File: config.mk
export PLATFORM = sky130hd
export DESIGN_NAME = id_ex_stage_flat
export DESIGN_NICKNAME = d
export VERILOG_FILES = /design/src/rtl/id_ex_stage_if.sv /design/src/rtl/id_ex_stage.sv /design/src/flat_wrapper.sv
export SDC_FILE = /design/constraint.sdc
export NUM_CORES = 1
export LEC_CHECK = 0
export ABC_AREA = 0
export CORE_ASPECT_RATIO = 0.6
export CORE_MARGIN = 4
export CORE_UTILIZATION = 39
export CTS_CLUSTER_DIAMETER = 120
export CTS_CLUSTER_SIZE = 12
export DETAILED_ROUTE_END_ITERATION = 8
export PLACE_DENSITY = 0.84
export SETUP_SLACK_MARGIN = 0.5
export SYNTH_ARGS = -nofsm -noshare
export SYNTH_HDL_FRONTEND = slang
export SYNTH_SLANG_ARGS = --single-unit
File: constraint.sdc
create_clock -name CLK -period 7.5 [get_ports CLK]
set_clock_uncertainty 0.2 [all_clocks]
set_input_delay 1.125 -clock CLK [delete_from_list [all_inputs] [get_ports CLK]]
set_output_delay 1.125 -clock CLK [all_outputs]
set_load 0.01 [all_outputs]
File: src/rtl/id_ex_stage_if.sv
// id_ex_stage_if: ID/EX boundary bundle.
//   ID side   : OPCODE, FUNC3, control bundle, ALU_OP, PC/operands/immediate,
//               register indices, FLUSH, EX_HOLD.
//   EX side   : <INPUT>_OUT registered copies, combinational STALL and, when
//               ID_EX_BUBBLE_COUNT_EN is defined, BUBBLE_COUNT.
//   master    : drives the ID side (decode stage / testbench).
//   slave     : the id_ex_stage itself.
interface id_ex_stage_if #(
  parameter int unsigned XLEN = 32
);
  logic [6:0]      OPCODE;
  logic [2:0]      FUNC3;
  logic            WRITE_EN;
  logic            MEM_WRITE;
  logic            MEM_READ;
  logic            BRANCH;
  logic            JUMP;
  logic            PC_SELECT;
  logic            IMM_SELECT;
  logic            JAL_SELECT;
  logic            DATA_MEM_SELECT;
  logic [2:0]      ALU_OP;
  logic [XLEN-1:0] PC_IN;
  logic [XLEN-1:0] DATA1_IN;
  logic [XLEN-1:0] DATA2_IN;
  logic [XLEN-1:0] IMM_IN;
  logic [4:0]      RS1_ADDR;
  logic [4:0]      RS2_ADDR;
  logic [4:0]      RD_ADDR;
  logic            FLUSH;
  logic            EX_HOLD;

  logic [2:0]      FUNC3_OUT;
  logic            WRITE_EN_OUT;
  logic            MEM_WRITE_OUT;
  logic            MEM_READ_OUT;
  logic            BRANCH_OUT;
  logic            JUMP_OUT;
  logic            PC_SELECT_OUT;
  logic            IMM_SELECT_OUT;
  logic            JAL_SELECT_OUT;
  logic            DATA_MEM_SELECT_OUT;
  logic [2:0]      ALU_OP_OUT;
  logic [XLEN-1:0] PC_IN_OUT;
  logic [XLEN-1:0] DATA1_IN_OUT;
  logic [XLEN-1:0] DATA2_IN_OUT;
  logic [XLEN-1:0] IMM_IN_OUT;
  logic [4:0]      RS1_ADDR_OUT;
  logic [4:0]      RS2_ADDR_OUT;
  logic [4:0]      RD_ADDR_OUT;
  logic            STALL;
`ifdef ID_EX_BUBBLE_COUNT_EN
  logic [31:0]     BUBBLE_COUNT;
`endif

  modport master (
    output OPCODE, FUNC3, WRITE_EN, MEM_WRITE, MEM_READ, BRANCH, JUMP, PC_SELECT,
           IMM_SELECT, JAL_SELECT, DATA_MEM_SELECT, ALU_OP, PC_IN, DATA1_IN, DATA2_IN,
           IMM_IN, RS1_ADDR, RS2_ADDR, RD_ADDR, FLUSH, EX_HOLD,
    input
`ifdef ID_EX_BUBBLE_COUNT_EN
           BUBBLE_COUNT,
`endif
           FUNC3_OUT, WRITE_EN_OUT, MEM_WRITE_OUT, MEM_READ_OUT, BRANCH_OUT, JUMP_OUT,
           PC_SELECT_OUT, IMM_SELECT_OUT, JAL_SELECT_OUT, DATA_MEM_SELECT_OUT, ALU_OP_OUT,
           PC_IN_OUT, DATA1_IN_OUT, DATA2_IN_OUT, IMM_IN_OUT, RS1_ADDR_OUT, RS2_ADDR_OUT,
           RD_ADDR_OUT, STALL
  );

  modport slave (
    input  OPCODE, FUNC3, WRITE_EN, MEM_WRITE, MEM_READ, BRANCH, JUMP, PC_SELECT,
           IMM_SELECT, JAL_SELECT, DATA_MEM_SELECT, ALU_OP, PC_IN, DATA1_IN, DATA2_IN,
           IMM_IN, RS1_ADDR, RS2_ADDR, RD_ADDR, FLUSH, EX_HOLD,
    output
`ifdef ID_EX_BUBBLE_COUNT_EN
           BUBBLE_COUNT,
`endif
           FUNC3_OUT, WRITE_EN_OUT, MEM_WRITE_OUT, MEM_READ_OUT, BRANCH_OUT, JUMP_OUT,
           PC_SELECT_OUT, IMM_SELECT_OUT, JAL_SELECT_OUT, DATA_MEM_SELECT_OUT, ALU_OP_OUT,
           PC_IN_OUT, DATA1_IN_OUT, DATA2_IN_OUT, IMM_IN_OUT, RS1_ADDR_OUT, RS2_ADDR_OUT,
           RD_ADDR_OUT, STALL
  );
endinterface

File: src/rtl/id_ex_stage.sv
// id_ex_stage: ID/EX pipeline register for the RV32IM pipeline with load-use
// hazard detection. Inserts a one-cycle bubble and raises STALL when the ID
// instruction reads the destination of a load sitting in EX. FLUSH loads a
// bubble (highest priority after RESET), EX_HOLD freezes the stage.
// Ports:
//   CLK   : rising-edge clock
//   RESET : asynchronous, active-high reset; clears every output
//   bus   : id_ex_stage_if.slave carrying ID inputs, *_OUT registers, STALL
// Optional feature: define ID_EX_BUBBLE_COUNT_EN to build the 32-bit
// BUBBLE_COUNT port (load-use bubbles since reset, wrapping).
module id_ex_stage #(
  parameter int unsigned XLEN = 32
) (
  input logic          CLK,
  input logic          RESET,
  id_ex_stage_if.slave bus
);

  localparam logic [6:0] OpLui    = 7'b0110111;
  localparam logic [6:0] OpAuipc  = 7'b0010111;
  localparam logic [6:0] OpJal    = 7'b1101111;
  localparam logic [6:0] OpRType  = 7'b0110011;
  localparam logic [6:0] OpStore  = 7'b0100011;
  localparam logic [6:0] OpBranch = 7'b1100011;

  typedef struct packed {
    logic [2:0]      func3;
    logic            write_en;
    logic            mem_write;
    logic            mem_read;
    logic            branch;
    logic            jump;
    logic            pc_select;
    logic            imm_select;
    logic            jal_select;
    logic            data_mem_select;
    logic [2:0]      alu_op;
    logic [XLEN-1:0] pc;
    logic [XLEN-1:0] data1;
    logic [XLEN-1:0] data2;
    logic [XLEN-1:0] imm;
    logic [4:0]      rs1;
    logic [4:0]      rs2;
    logic [4:0]      rd;
  } stage_t;

  stage_t stage_q, stage_d, id_in;

  logic rs1_used;
  logic rs2_used;
  logic load_use;

  // Source-register usage from the ID opcode; unused fields hold immediate
  // bits and must not create false hazards.
  always_comb begin
    rs1_used = !((bus.OPCODE == OpLui) || (bus.OPCODE == OpAuipc) || (bus.OPCODE == OpJal));
    rs2_used = (bus.OPCODE == OpRType) || (bus.OPCODE == OpStore) || (bus.OPCODE == OpBranch);
  end

  // A load to x0 never produces a value worth waiting for.
  assign load_use = stage_q.mem_read && (stage_q.rd != 5'd0) &&
                    ((rs1_used && (bus.RS1_ADDR == stage_q.rd)) ||
                     (rs2_used && (bus.RS2_ADDR == stage_q.rd)));

  assign bus.STALL = (load_use && !bus.FLUSH) || bus.EX_HOLD;

  always_comb begin
    id_in.func3           = bus.FUNC3;
    id_in.write_en        = bus.WRITE_EN;
    id_in.mem_write       = bus.MEM_WRITE;
    id_in.mem_read        = bus.MEM_READ;
    id_in.branch          = bus.BRANCH;
    id_in.jump            = bus.JUMP;
    id_in.pc_select       = bus.PC_SELECT;
    id_in.imm_select      = bus.IMM_SELECT;
    id_in.jal_select      = bus.JAL_SELECT;
    id_in.data_mem_select = bus.DATA_MEM_SELECT;
    id_in.alu_op          = bus.ALU_OP;
    id_in.pc              = bus.PC_IN;
    id_in.data1           = bus.DATA1_IN;
    id_in.data2           = bus.DATA2_IN;
    id_in.imm             = bus.IMM_IN;
    id_in.rs1             = bus.RS1_ADDR;
    id_in.rs2             = bus.RS2_ADDR;
    id_in.rd              = bus.RD_ADDR;
  end

  // Priority: FLUSH > EX_HOLD > load-use bubble > capture.
  always_comb begin
    stage_d = stage_q;
    if (bus.FLUSH) begin
      stage_d = '0;
    end else if (bus.EX_HOLD) begin
      stage_d = stage_q;
    end else if (load_use) begin
      stage_d = '0;
    end else begin
      stage_d = id_in;
    end
  end

  always_ff @(posedge CLK or posedge RESET) begin
    if (RESET) begin
      stage_q <= '0;
    end else begin
      stage_q <= stage_d;
    end
  end

  assign bus.FUNC3_OUT           = stage_q.func3;
  assign bus.WRITE_EN_OUT        = stage_q.write_en;
  assign bus.MEM_WRITE_OUT       = stage_q.mem_write;
  assign bus.MEM_READ_OUT        = stage_q.mem_read;
  assign bus.BRANCH_OUT          = stage_q.branch;
  assign bus.JUMP_OUT            = stage_q.jump;
  assign bus.PC_SELECT_OUT       = stage_q.pc_select;
  assign bus.IMM_SELECT_OUT      = stage_q.imm_select;
  assign bus.JAL_SELECT_OUT      = stage_q.jal_select;
  assign bus.DATA_MEM_SELECT_OUT = stage_q.data_mem_select;
  assign bus.ALU_OP_OUT          = stage_q.alu_op;
  assign bus.PC_IN_OUT           = stage_q.pc;
  assign bus.DATA1_IN_OUT        = stage_q.data1;
  assign bus.DATA2_IN_OUT        = stage_q.data2;
  assign bus.IMM_IN_OUT          = stage_q.imm;
  assign bus.RS1_ADDR_OUT        = stage_q.rs1;
  assign bus.RS2_ADDR_OUT        = stage_q.rs2;
  assign bus.RD_ADDR_OUT         = stage_q.rd;

`ifdef ID_EX_BUBBLE_COUNT_EN
  logic [31:0] bubble_count_q;

  // Counts load-use bubbles only; flushes and held cycles do not count.
  always_ff @(posedge CLK or posedge RESET) begin
    if (RESET) begin
      bubble_count_q <= 32'd0;
    end else if (!bus.FLUSH && !bus.EX_HOLD && load_use) begin
      bubble_count_q <= bubble_count_q + 32'd1;
    end
  end

  assign bus.BUBBLE_COUNT = bubble_count_q;
`endif

endmodule

File: src/flat_wrapper.sv
// flat-port wrapper written by rule: the top's interface ports become plain ports
module id_ex_stage_flat 
#(
  parameter int unsigned XLEN = 32
)
  (CLK, RESET, bus_OPCODE, bus_FUNC3, bus_WRITE_EN, bus_MEM_WRITE, bus_MEM_READ, bus_BRANCH, bus_JUMP, bus_PC_SELECT, bus_IMM_SELECT, bus_JAL_SELECT, bus_DATA_MEM_SELECT, bus_ALU_OP, bus_PC_IN, bus_DATA1_IN, bus_DATA2_IN, bus_IMM_IN, bus_RS1_ADDR, bus_RS2_ADDR, bus_RD_ADDR, bus_FLUSH, bus_EX_HOLD, bus_FUNC3_OUT, bus_WRITE_EN_OUT, bus_MEM_WRITE_OUT, bus_MEM_READ_OUT, bus_BRANCH_OUT, bus_JUMP_OUT, bus_PC_SELECT_OUT, bus_IMM_SELECT_OUT, bus_JAL_SELECT_OUT, bus_DATA_MEM_SELECT_OUT, bus_ALU_OP_OUT, bus_PC_IN_OUT, bus_DATA1_IN_OUT, bus_DATA2_IN_OUT, bus_IMM_IN_OUT, bus_RS1_ADDR_OUT, bus_RS2_ADDR_OUT, bus_RD_ADDR_OUT, bus_STALL);
  id_ex_stage_if #(.XLEN(XLEN)) bus_i ();
  input logic CLK;
  input logic RESET;
  input wire logic [$bits(bus_i.OPCODE)-1:0] bus_OPCODE;
  input wire logic [$bits(bus_i.FUNC3)-1:0] bus_FUNC3;
  input wire logic [$bits(bus_i.WRITE_EN)-1:0] bus_WRITE_EN;
  input wire logic [$bits(bus_i.MEM_WRITE)-1:0] bus_MEM_WRITE;
  input wire logic [$bits(bus_i.MEM_READ)-1:0] bus_MEM_READ;
  input wire logic [$bits(bus_i.BRANCH)-1:0] bus_BRANCH;
  input wire logic [$bits(bus_i.JUMP)-1:0] bus_JUMP;
  input wire logic [$bits(bus_i.PC_SELECT)-1:0] bus_PC_SELECT;
  input wire logic [$bits(bus_i.IMM_SELECT)-1:0] bus_IMM_SELECT;
  input wire logic [$bits(bus_i.JAL_SELECT)-1:0] bus_JAL_SELECT;
  input wire logic [$bits(bus_i.DATA_MEM_SELECT)-1:0] bus_DATA_MEM_SELECT;
  input wire logic [$bits(bus_i.ALU_OP)-1:0] bus_ALU_OP;
  input wire logic [$bits(bus_i.PC_IN)-1:0] bus_PC_IN;
  input wire logic [$bits(bus_i.DATA1_IN)-1:0] bus_DATA1_IN;
  input wire logic [$bits(bus_i.DATA2_IN)-1:0] bus_DATA2_IN;
  input wire logic [$bits(bus_i.IMM_IN)-1:0] bus_IMM_IN;
  input wire logic [$bits(bus_i.RS1_ADDR)-1:0] bus_RS1_ADDR;
  input wire logic [$bits(bus_i.RS2_ADDR)-1:0] bus_RS2_ADDR;
  input wire logic [$bits(bus_i.RD_ADDR)-1:0] bus_RD_ADDR;
  input wire logic [$bits(bus_i.FLUSH)-1:0] bus_FLUSH;
  input wire logic [$bits(bus_i.EX_HOLD)-1:0] bus_EX_HOLD;
  output wire logic [$bits(bus_i.FUNC3_OUT)-1:0] bus_FUNC3_OUT;
  output wire logic [$bits(bus_i.WRITE_EN_OUT)-1:0] bus_WRITE_EN_OUT;
  output wire logic [$bits(bus_i.MEM_WRITE_OUT)-1:0] bus_MEM_WRITE_OUT;
  output wire logic [$bits(bus_i.MEM_READ_OUT)-1:0] bus_MEM_READ_OUT;
  output wire logic [$bits(bus_i.BRANCH_OUT)-1:0] bus_BRANCH_OUT;
  output wire logic [$bits(bus_i.JUMP_OUT)-1:0] bus_JUMP_OUT;
  output wire logic [$bits(bus_i.PC_SELECT_OUT)-1:0] bus_PC_SELECT_OUT;
  output wire logic [$bits(bus_i.IMM_SELECT_OUT)-1:0] bus_IMM_SELECT_OUT;
  output wire logic [$bits(bus_i.JAL_SELECT_OUT)-1:0] bus_JAL_SELECT_OUT;
  output wire logic [$bits(bus_i.DATA_MEM_SELECT_OUT)-1:0] bus_DATA_MEM_SELECT_OUT;
  output wire logic [$bits(bus_i.ALU_OP_OUT)-1:0] bus_ALU_OP_OUT;
  output wire logic [$bits(bus_i.PC_IN_OUT)-1:0] bus_PC_IN_OUT;
  output wire logic [$bits(bus_i.DATA1_IN_OUT)-1:0] bus_DATA1_IN_OUT;
  output wire logic [$bits(bus_i.DATA2_IN_OUT)-1:0] bus_DATA2_IN_OUT;
  output wire logic [$bits(bus_i.IMM_IN_OUT)-1:0] bus_IMM_IN_OUT;
  output wire logic [$bits(bus_i.RS1_ADDR_OUT)-1:0] bus_RS1_ADDR_OUT;
  output wire logic [$bits(bus_i.RS2_ADDR_OUT)-1:0] bus_RS2_ADDR_OUT;
  output wire logic [$bits(bus_i.RD_ADDR_OUT)-1:0] bus_RD_ADDR_OUT;
  output wire logic [$bits(bus_i.STALL)-1:0] bus_STALL;
  assign bus_i.OPCODE = bus_OPCODE;
  assign bus_i.FUNC3 = bus_FUNC3;
  assign bus_i.WRITE_EN = bus_WRITE_EN;
  assign bus_i.MEM_WRITE = bus_MEM_WRITE;
  assign bus_i.MEM_READ = bus_MEM_READ;
  assign bus_i.BRANCH = bus_BRANCH;
  assign bus_i.JUMP = bus_JUMP;
  assign bus_i.PC_SELECT = bus_PC_SELECT;
  assign bus_i.IMM_SELECT = bus_IMM_SELECT;
  assign bus_i.JAL_SELECT = bus_JAL_SELECT;
  assign bus_i.DATA_MEM_SELECT = bus_DATA_MEM_SELECT;
  assign bus_i.ALU_OP = bus_ALU_OP;
  assign bus_i.PC_IN = bus_PC_IN;
  assign bus_i.DATA1_IN = bus_DATA1_IN;
  assign bus_i.DATA2_IN = bus_DATA2_IN;
  assign bus_i.IMM_IN = bus_IMM_IN;
  assign bus_i.RS1_ADDR = bus_RS1_ADDR;
  assign bus_i.RS2_ADDR = bus_RS2_ADDR;
  assign bus_i.RD_ADDR = bus_RD_ADDR;
  assign bus_i.FLUSH = bus_FLUSH;
  assign bus_i.EX_HOLD = bus_EX_HOLD;
  assign bus_FUNC3_OUT = bus_i.FUNC3_OUT;
  assign bus_WRITE_EN_OUT = bus_i.WRITE_EN_OUT;
  assign bus_MEM_WRITE_OUT = bus_i.MEM_WRITE_OUT;
  assign bus_MEM_READ_OUT = bus_i.MEM_READ_OUT;
  assign bus_BRANCH_OUT = bus_i.BRANCH_OUT;
  assign bus_JUMP_OUT = bus_i.JUMP_OUT;
  assign bus_PC_SELECT_OUT = bus_i.PC_SELECT_OUT;
  assign bus_IMM_SELECT_OUT = bus_i.IMM_SELECT_OUT;
  assign bus_JAL_SELECT_OUT = bus_i.JAL_SELECT_OUT;
  assign bus_DATA_MEM_SELECT_OUT = bus_i.DATA_MEM_SELECT_OUT;
  assign bus_ALU_OP_OUT = bus_i.ALU_OP_OUT;
  assign bus_PC_IN_OUT = bus_i.PC_IN_OUT;
  assign bus_DATA1_IN_OUT = bus_i.DATA1_IN_OUT;
  assign bus_DATA2_IN_OUT = bus_i.DATA2_IN_OUT;
  assign bus_IMM_IN_OUT = bus_i.IMM_IN_OUT;
  assign bus_RS1_ADDR_OUT = bus_i.RS1_ADDR_OUT;
  assign bus_RS2_ADDR_OUT = bus_i.RS2_ADDR_OUT;
  assign bus_RD_ADDR_OUT = bus_i.RD_ADDR_OUT;
  assign bus_STALL = bus_i.STALL;
  id_ex_stage #(.XLEN(XLEN)) u_core (.CLK(CLK), .RESET(RESET), .bus(bus_i));
endmodule
======== After elaboration in Yosys (flattened, before gate mapping) ========
Index checks and enable logic that the tools add are counted.
word-level totals
  bits in registers ....................... 158
  latch bits .............................. 0
  bits in writable memories ............... 0
  bits in read-only memories .............. 0
  input bits .............................. 169
  output and inout port bits .............. 159
  word-level logic and storage cells ...... 44
  memories ................................ 0
operators by class
  $add $sub $neg .......................... 0
  multiply operators ...................... 0
  divide/modulo/power cells ............... 0
  order comparisons ....................... 0
  equal/unequal tests ..................... 9
  shifts and indexed selects .............. 0
  mux-type cells .......................... 3
  bitwise logic cells ..................... 0
  reduce and logical (&&, ||, !) cells .... 14
operators by type and width
  kind                                                  count
  2-to-1 mux 158 bit                                    3
  equality test 7 x 6 -> 1 bit (second input constant)  3
  equality test 7 bit (second input constant)           2
  equality test 5 bit                                   2
  equality test 7 x 5 -> 1 bit (second input constant)  1
  logical OR 1 bit                                      6
  logical AND 1 bit                                     5
  nonzero test 5 bit                                    1
  zero test 1 bit                                       2
  != test 2 bit (second input constant)                 1

======== Logic depth before layout (Yosys ltp) ========
  word-level depth ........................ 10
  depth in mapped cells ................... 7
  mapped depth without buffers ............ 5

======== Worst setup path before layout ========
No wires, ideal clock.
  path type ............................... input to output
  start ................................... in bus_OPCODE[6]
  end ..................................... out bus_STALL
  arrival time ............................ 2432 ps
  data required time ...................... 6175 ps
  slack ................................... 3743 ps
  cell stages on the path ................. 7
  buffers on the path ..................... 2
  path through ............................ and2_1 -> a2111oi_0 -> nor4_1 -> o221ai_2 -> buf_2 -> buf_4 -> o21bai_1
on the way
  longest elaborated chain between the ends .. 9
  elaborated cells between the ends (all ways) .. 17
  classes of those cells .................. eq/ne: 6; reduce/logical: 11
ends and longest elaborated chain
  what                                                                                 RTL line            text
  start: declaration                                                                   flat_wrapper.sv:10  input wire logic [$bits(bus_i.OPCODE)-1:0] bus_OPCODE;
  equality test 7 x 6 -> 1 bit / equality test 7 x 5 -> 1 bit (equally long branches)  id_ex_stage.sv:56   rs1_used = !((bus.OPCODE == OpLui) || (bus.OPCODE == OpAuipc) || (bus.OPCODE == OpJal));
  logical OR 1 bit (2 in series)                                                       id_ex_stage.sv:56
  zero test 1 bit                                                                      id_ex_stage.sv:56
  logical AND 1 bit                                                                    id_ex_stage.sv:62   ((rs1_used && (bus.RS1_ADDR == stage_q.rd)) ||
  logical OR 1 bit (*)                                                                 id_ex_stage.sv:62
  logical AND 1 bit (*)                                                                id_ex_stage.sv:61   assign load_use = stage_q.mem_read && (stage_q.rd != 5'd0) &&
  logical AND 1 bit (*)                                                                id_ex_stage.sv:65   assign bus.STALL = (load_use && !bus.FLUSH) || bus.EX_HOLD;
  logical OR 1 bit (*)                                                                 id_ex_stage.sv:65
  end: declaration                                                                     flat_wrapper.sv:49  output wire logic [$bits(bus_i.STALL)-1:0] bus_STALL;
Mark *: on every way between the ends. The rest lies on a longest branch, timed or not.

======== Final worst setup path ========
  start ................................... in bus_RS1_ADDR[1]
  end ..................................... out bus_STALL
on the way
  longest elaborated chain between the ends .. 6
ends and longest elaborated chain
  what                 RTL line            text
  start: declaration   flat_wrapper.sv:26  input wire logic [$bits(bus_i.RS1_ADDR)-1:0] bus_RS1_ADDR;
  equality test 5 bit  id_ex_stage.sv:62
  logical AND 1 bit    id_ex_stage.sv:62
  logical OR 1 bit     id_ex_stage.sv:62
  logical AND 1 bit    id_ex_stage.sv:61
  logical AND 1 bit    id_ex_stage.sv:65
  logical OR 1 bit     id_ex_stage.sv:65
No other way between the ends.

==> Implementation_results.wiki <==
{| class="wikitable"
! Metric !! Value
|-
| Detailed router's first-iteration violation count || 438
|-
| Mean area per synthesized cell || roughly 15 µm²
|-
| FF-to-FF Start || u_core.bus.RD_ADDR_OUT[4]$_DFFE_PP0P_
|-
| Inserted Clock Buffers || 17
|-
| Run status || finished clean
|-
| Critical Path Max Stage Delay || 0.56 ns
|-
| Primary FF master, synth || sky130_fd_sc_hd__dfrtp_1
|-
| Smallest hold slack || 0.290 ns
|-
| H-tree depth || 4
|-
| Port Buffers || roughly 330
|-
| Number of antenna violations at the first check in global routing || 0
|-
| Cell with the largest stage delay on the worst path || sky130_fd_sc_hd__clkdlybuf4s50_1
|-
| Total of fill cells in the finished design || around 1100
|-
| Cell family contributing the most delay on the critical path || buffers and inverters
|-
| Flop and latch count out of synthesis || between 150 and 200
|-
| Worst IR drop on VDD || 0.000126 V
|-
| CTS tree || built
|-
| Crit path arrival time || around 3.3 ns
|-
| Total overflow reported by the global router || 0
|-
| Number of buffers added to fix hold violations after cts || 0
|-
| Clock-pin slew on the worst setup and hold paths || about 0.060 ns
|-
| Number of gates on the worst path with buffers counted || 7
|-
| DRT antenna net count || 0
|-
| GP Congestion || between 0.7 and 0.8
|-
| Die Area || between 15000 and 20000 µm²
|-
| Minimum period implied by the final worst setup slack || 4.63 ns
|-
| Maximum capacitance violations || 0
|-
| Share of cells above drive strength 1 || roughly 5.5%
|-
| Part of the cycle the worst path needs || approximately three fifths
|-
| Kind of end point of the critical path || primary output
|-
| EDFF count, synth || 0
|-
| Final Setup Violations || 0
|-
| Top cell by count, worst path || sky130_fd_sc_hd__clkdlybuf4s50_1
|-
| Total power per unit cell area || 211 nW/µm²
|-
| Worst Hold Path Cells || 1
|-
| TritonCTS Sinks || 158
|-
| Standard cell core area || 14800 µm²
|-
| Diodes inserted || 0
|-
| Commonest non-fill, non-tap cell in the layout || sky130_fd_sc_hd__clkdlybuf4s50_1
|-
| Maximum number of pins on one net before global-route repair || 108
|-
| CP Buf/Inv Count || 2
|-
| Setup slack of the critical path after layout || 2.87 ns
|-
| Count of unique library cells instantiated by Yosys || 21
|-
| HPWL reported at the end of detailed placement || between 10000 and 15000 µm
|-
| Unrepaired setup endpoints after global routing || no
|-
| Number of buffers on the longest clock path || 2
|-
| DRC violations left || 0
|-
| Cells along the critical path || clkdlybuf4s50_1 > xnor2_1 > nand3_1 > nor4_1 > o221ai_4 > o21bai_1 > clkdlybuf4s50_1
|-
| DR vias || about 5200
|-
| Element type at the critical path start || primary input
|-
| Wirelength per Cell || 22.2 µm
|-
| Reg2Reg Depth || 5
|-
| Wire length of the first global-routing pass || a little over 30000 µm
|-
| Synth Warn # || 0
|-
| Die X || 168 µm
|-
| Setup fix buffers added after clock tree synthesis || 0
|-
| DRT Wirelength || approximately 20000 µm
|-
| Tightest Hold Check Type || reg2reg
|-
| Number of top-level design ports || 328
|-
| Endpoint of the most critical setup path || bus_STALL
|-
| Synthesized instance count || about 400
|-
| Post-Syn Area || 5980 µm²
|-
| Worst setup path category || in2out
|-
| Max-slew violation count || 0
|-
| Placement Setup Slack || 2.84 ns
|-
| Upper clock frequency limit || about 0.22 GHz
|-
| Die height || around 100 µm
|-
| Setup TNS after final layout || 0 ns
|-
| Endpoint of the lowest-slack register-to-register path || u_core.bus.DATA1_IN_OUT[18]$_DFFE_PP0P_
|-
| Sequential cell area fraction in the yosys report || 66.1%
|-
| Relative max-transition margin || 24.6%
|-
| Final hold violation count || 0
|-
| Number of global-route vias before repair || 5373
|-
| Critical path startpoint || bus_RS1_ADDR[1]
|-
| R2R setup slack || 4.07 ns
|-
| Nets in the synthesized netlist || 565
|-
| Initial cell density of the core || about two fifths
|-
| First-pass iteration count of the detailed router || 6
|-
| Critical path fanouts, max || 2
|-
| Total GRT Usage || 22.3%
|-
| Area growth syn-to-layout || 65.8%
|-
| Net count, final || a little under 900
|-
| Share of synthesized flip-flops with an asynchronous set or reset || between 90% and 100%
|-
| Via-per-instance ratio || 5.74
|-
| Worst Tran Pin Value || 1.13 ns
|-
| Leakage || between 4 and 5 nW
|-
| Required arrival time at the worst endpoint || 6.17 ns
|-
| Commonest cells after routing, fill and taps aside || sky130_fd_sc_hd__clkdlybuf4s50_1 (327), sky130_fd_sc_hd__a32o_1 (158), sky130_fd_sc_hd__dfrtp_1 (158)
|-
| Root cell of the clock tree || sky130_fd_sc_hd__clkbuf_16
|-
| Cell Rows || 34
|-
| Skew-Pair Late Insertion Delay || 0.40 ns
|-
| Number of gates given a new drive strength after cts || 0
|}
==> worst register-to-register path, stage by stage (launching register included) <==
cell                       delay [ns]
sky130_fd_sc_hd__dfrtp_1         0.46
sky130_fd_sc_hd__or4_1           0.59
sky130_fd_sc_hd__o221ai_4        0.22
sky130_fd_sc_hd__buf_4           0.55
sky130_fd_sc_hd__buf_4           0.92
sky130_fd_sc_hd__a32o_1          0.40
==> synth_stat cells, types with 2 or more instances <==
| cell type | number | area share (%) |
|---|---|---|
| sky130_fd_sc_hd__buf_2 | 6 | 0.50 |
| sky130_fd_sc_hd__dfrtp_1 | 158 | 66 |
| sky130_fd_sc_hd__nand3_1 | 2 | 0.17 |
| sky130_fd_sc_hd__a32o_1 | 158 | 26 |
| sky130_fd_sc_hd__nor4_1 | 2 | 0.21 |
| sky130_fd_sc_hd__clkbuf_1 | 35 | 2.2 |
| sky130_fd_sc_hd__xnor2_1 | 8 | 1.2 |
| sky130_fd_sc_hd__inv_1 | 2 | 0.13 |
| sky130_fd_sc_hd__xor2_1 | 2 | 0.29 |
| sky130_fd_sc_hd__nand2_1 | 2 | 0.13 |
| sky130_fd_sc_hd__buf_4 | 11 | 1.4 |
==> logic make-up (layout without fill, tap and decap cells) <==
| group | Yosys count | count (layout) | synth area share (%) |
|---|---|---|---|
| compound gates | 161 | 161 | 27.0 |
| flops | 158 | 158 | 66.1 |
| buf+inv | 54 | 365 | 4.21 |
| simple gates | 13 | 13 | 1.23 |
| xor+xnor | 10 | 10 | 1.46 |
==> worst min-delay path by stage <==
stage / startpoint / endpoint / slack [ns]
after floorplan: u_core.bus.ALU_OP_OUT[0]$_DFFE_PP0P_ / u_core.bus.ALU_OP_OUT[0]$_DFFE_PP0P_ / 0.33
after global placement: u_core.bus.IMM_IN_OUT[21]$_DFFE_PP0P_ / u_core.bus.IMM_IN_OUT[21]$_DFFE_PP0P_ / 0.27
after detailed placement: u_core.bus.RS1_ADDR_OUT[0]$_DFFE_PP0P_ / u_core.bus.RS1_ADDR_OUT[0]$_DFFE_PP0P_ / 0.28
after CTS: u_core.bus.WRITE_EN_OUT$_DFFE_PP0P_ / u_core.bus.WRITE_EN_OUT$_DFFE_PP0P_ / 0.29
after global routing: u_core.bus.DATA2_IN_OUT[18]$_DFFE_PP0P_ / u_core.bus.DATA2_IN_OUT[18]$_DFFE_PP0P_ / 0.31
final: u_core.bus.DATA2_IN_OUT[15]$_DFFE_PP0P_ / u_core.bus.DATA2_IN_OUT[15]$_DFFE_PP0P_ / 0.29
==> where the power goes <==
group	leakage [nW]	internal, mW	switching (mW)
registers	2.10	0.900	0.0306
clock network	0.261	0.490	0.345
logic	1.64	0.201	0.128
total	4.01	1.59	0.503
==> routing by layer <==
layer  GRT usage, %  vias up  routed length, µm
li1               -     2254                  -
met1           27.7     2689               7980
met2           38.1      226              10200
met3           6.30       28               1550
met4           6.14        0                378
met5              0        -                  0
==> state kept, by name, indices dropped and copies added, names as in the netlist <==
register and flops:
u_core.bus.RS2_ADDR_OUT 5, u_core.bus.ALU_OP_OUT 3, u_core.bus.DATA2_IN_OUT 32, u_core.bus.MEM_WRITE_OUT 1
u_core.bus.WRITE_EN_OUT 1, u_core.bus.PC_IN_OUT 32, u_core.bus.BRANCH_OUT 1, u_core.bus.MEM_READ_OUT 1
u_core.bus.FUNC3_OUT 3, u_core.bus.IMM_IN_OUT 32, u_core.bus.PC_SELECT_OUT 1, u_core.bus.JUMP_OUT 1
u_core.bus.DATA1_IN_OUT 32, u_core.bus.IMM_SELECT_OUT 1, u_core.bus.RD_ADDR_OUT 5, u_core.bus.JAL_SELECT_OUT 1
u_core.bus.RS1_ADDR_OUT 5, u_core.bus.DATA_MEM_SELECT_OUT 1
==> layout make-up <==
| cell class | count | area (µm²) | share of cell area (%) |
|---|---|---|---|
| well taps | 198 | 248 | 2.50 |
| flip-flops and latches | 158 | 3950 | 39.9 |
| inverters | 2 | 12.5 | 0.126 |
| repair buffers | 333 | 3330 | 33.6 |
| clock buffers | 18 | 429 | 4.33 |
| clock inverters | 12 | 138 | 1.39 |
| multi-input cells | 184 | 1800 | 18.2 |
==> metrics by stage <==
step	power, mW	util [%]	instance area [µm²]	cells
after floorplan	1.05	-	5980	396
after global placement	1.27	63.2	9330	874
after detailed placement	1.28	63.2	9330	874
after CTS	2.12	67.0	9890	904
after global routing	2.18	67.1	9910	905
final	2.09	67.1	9910	905
(Power assumes the default switching activity.)
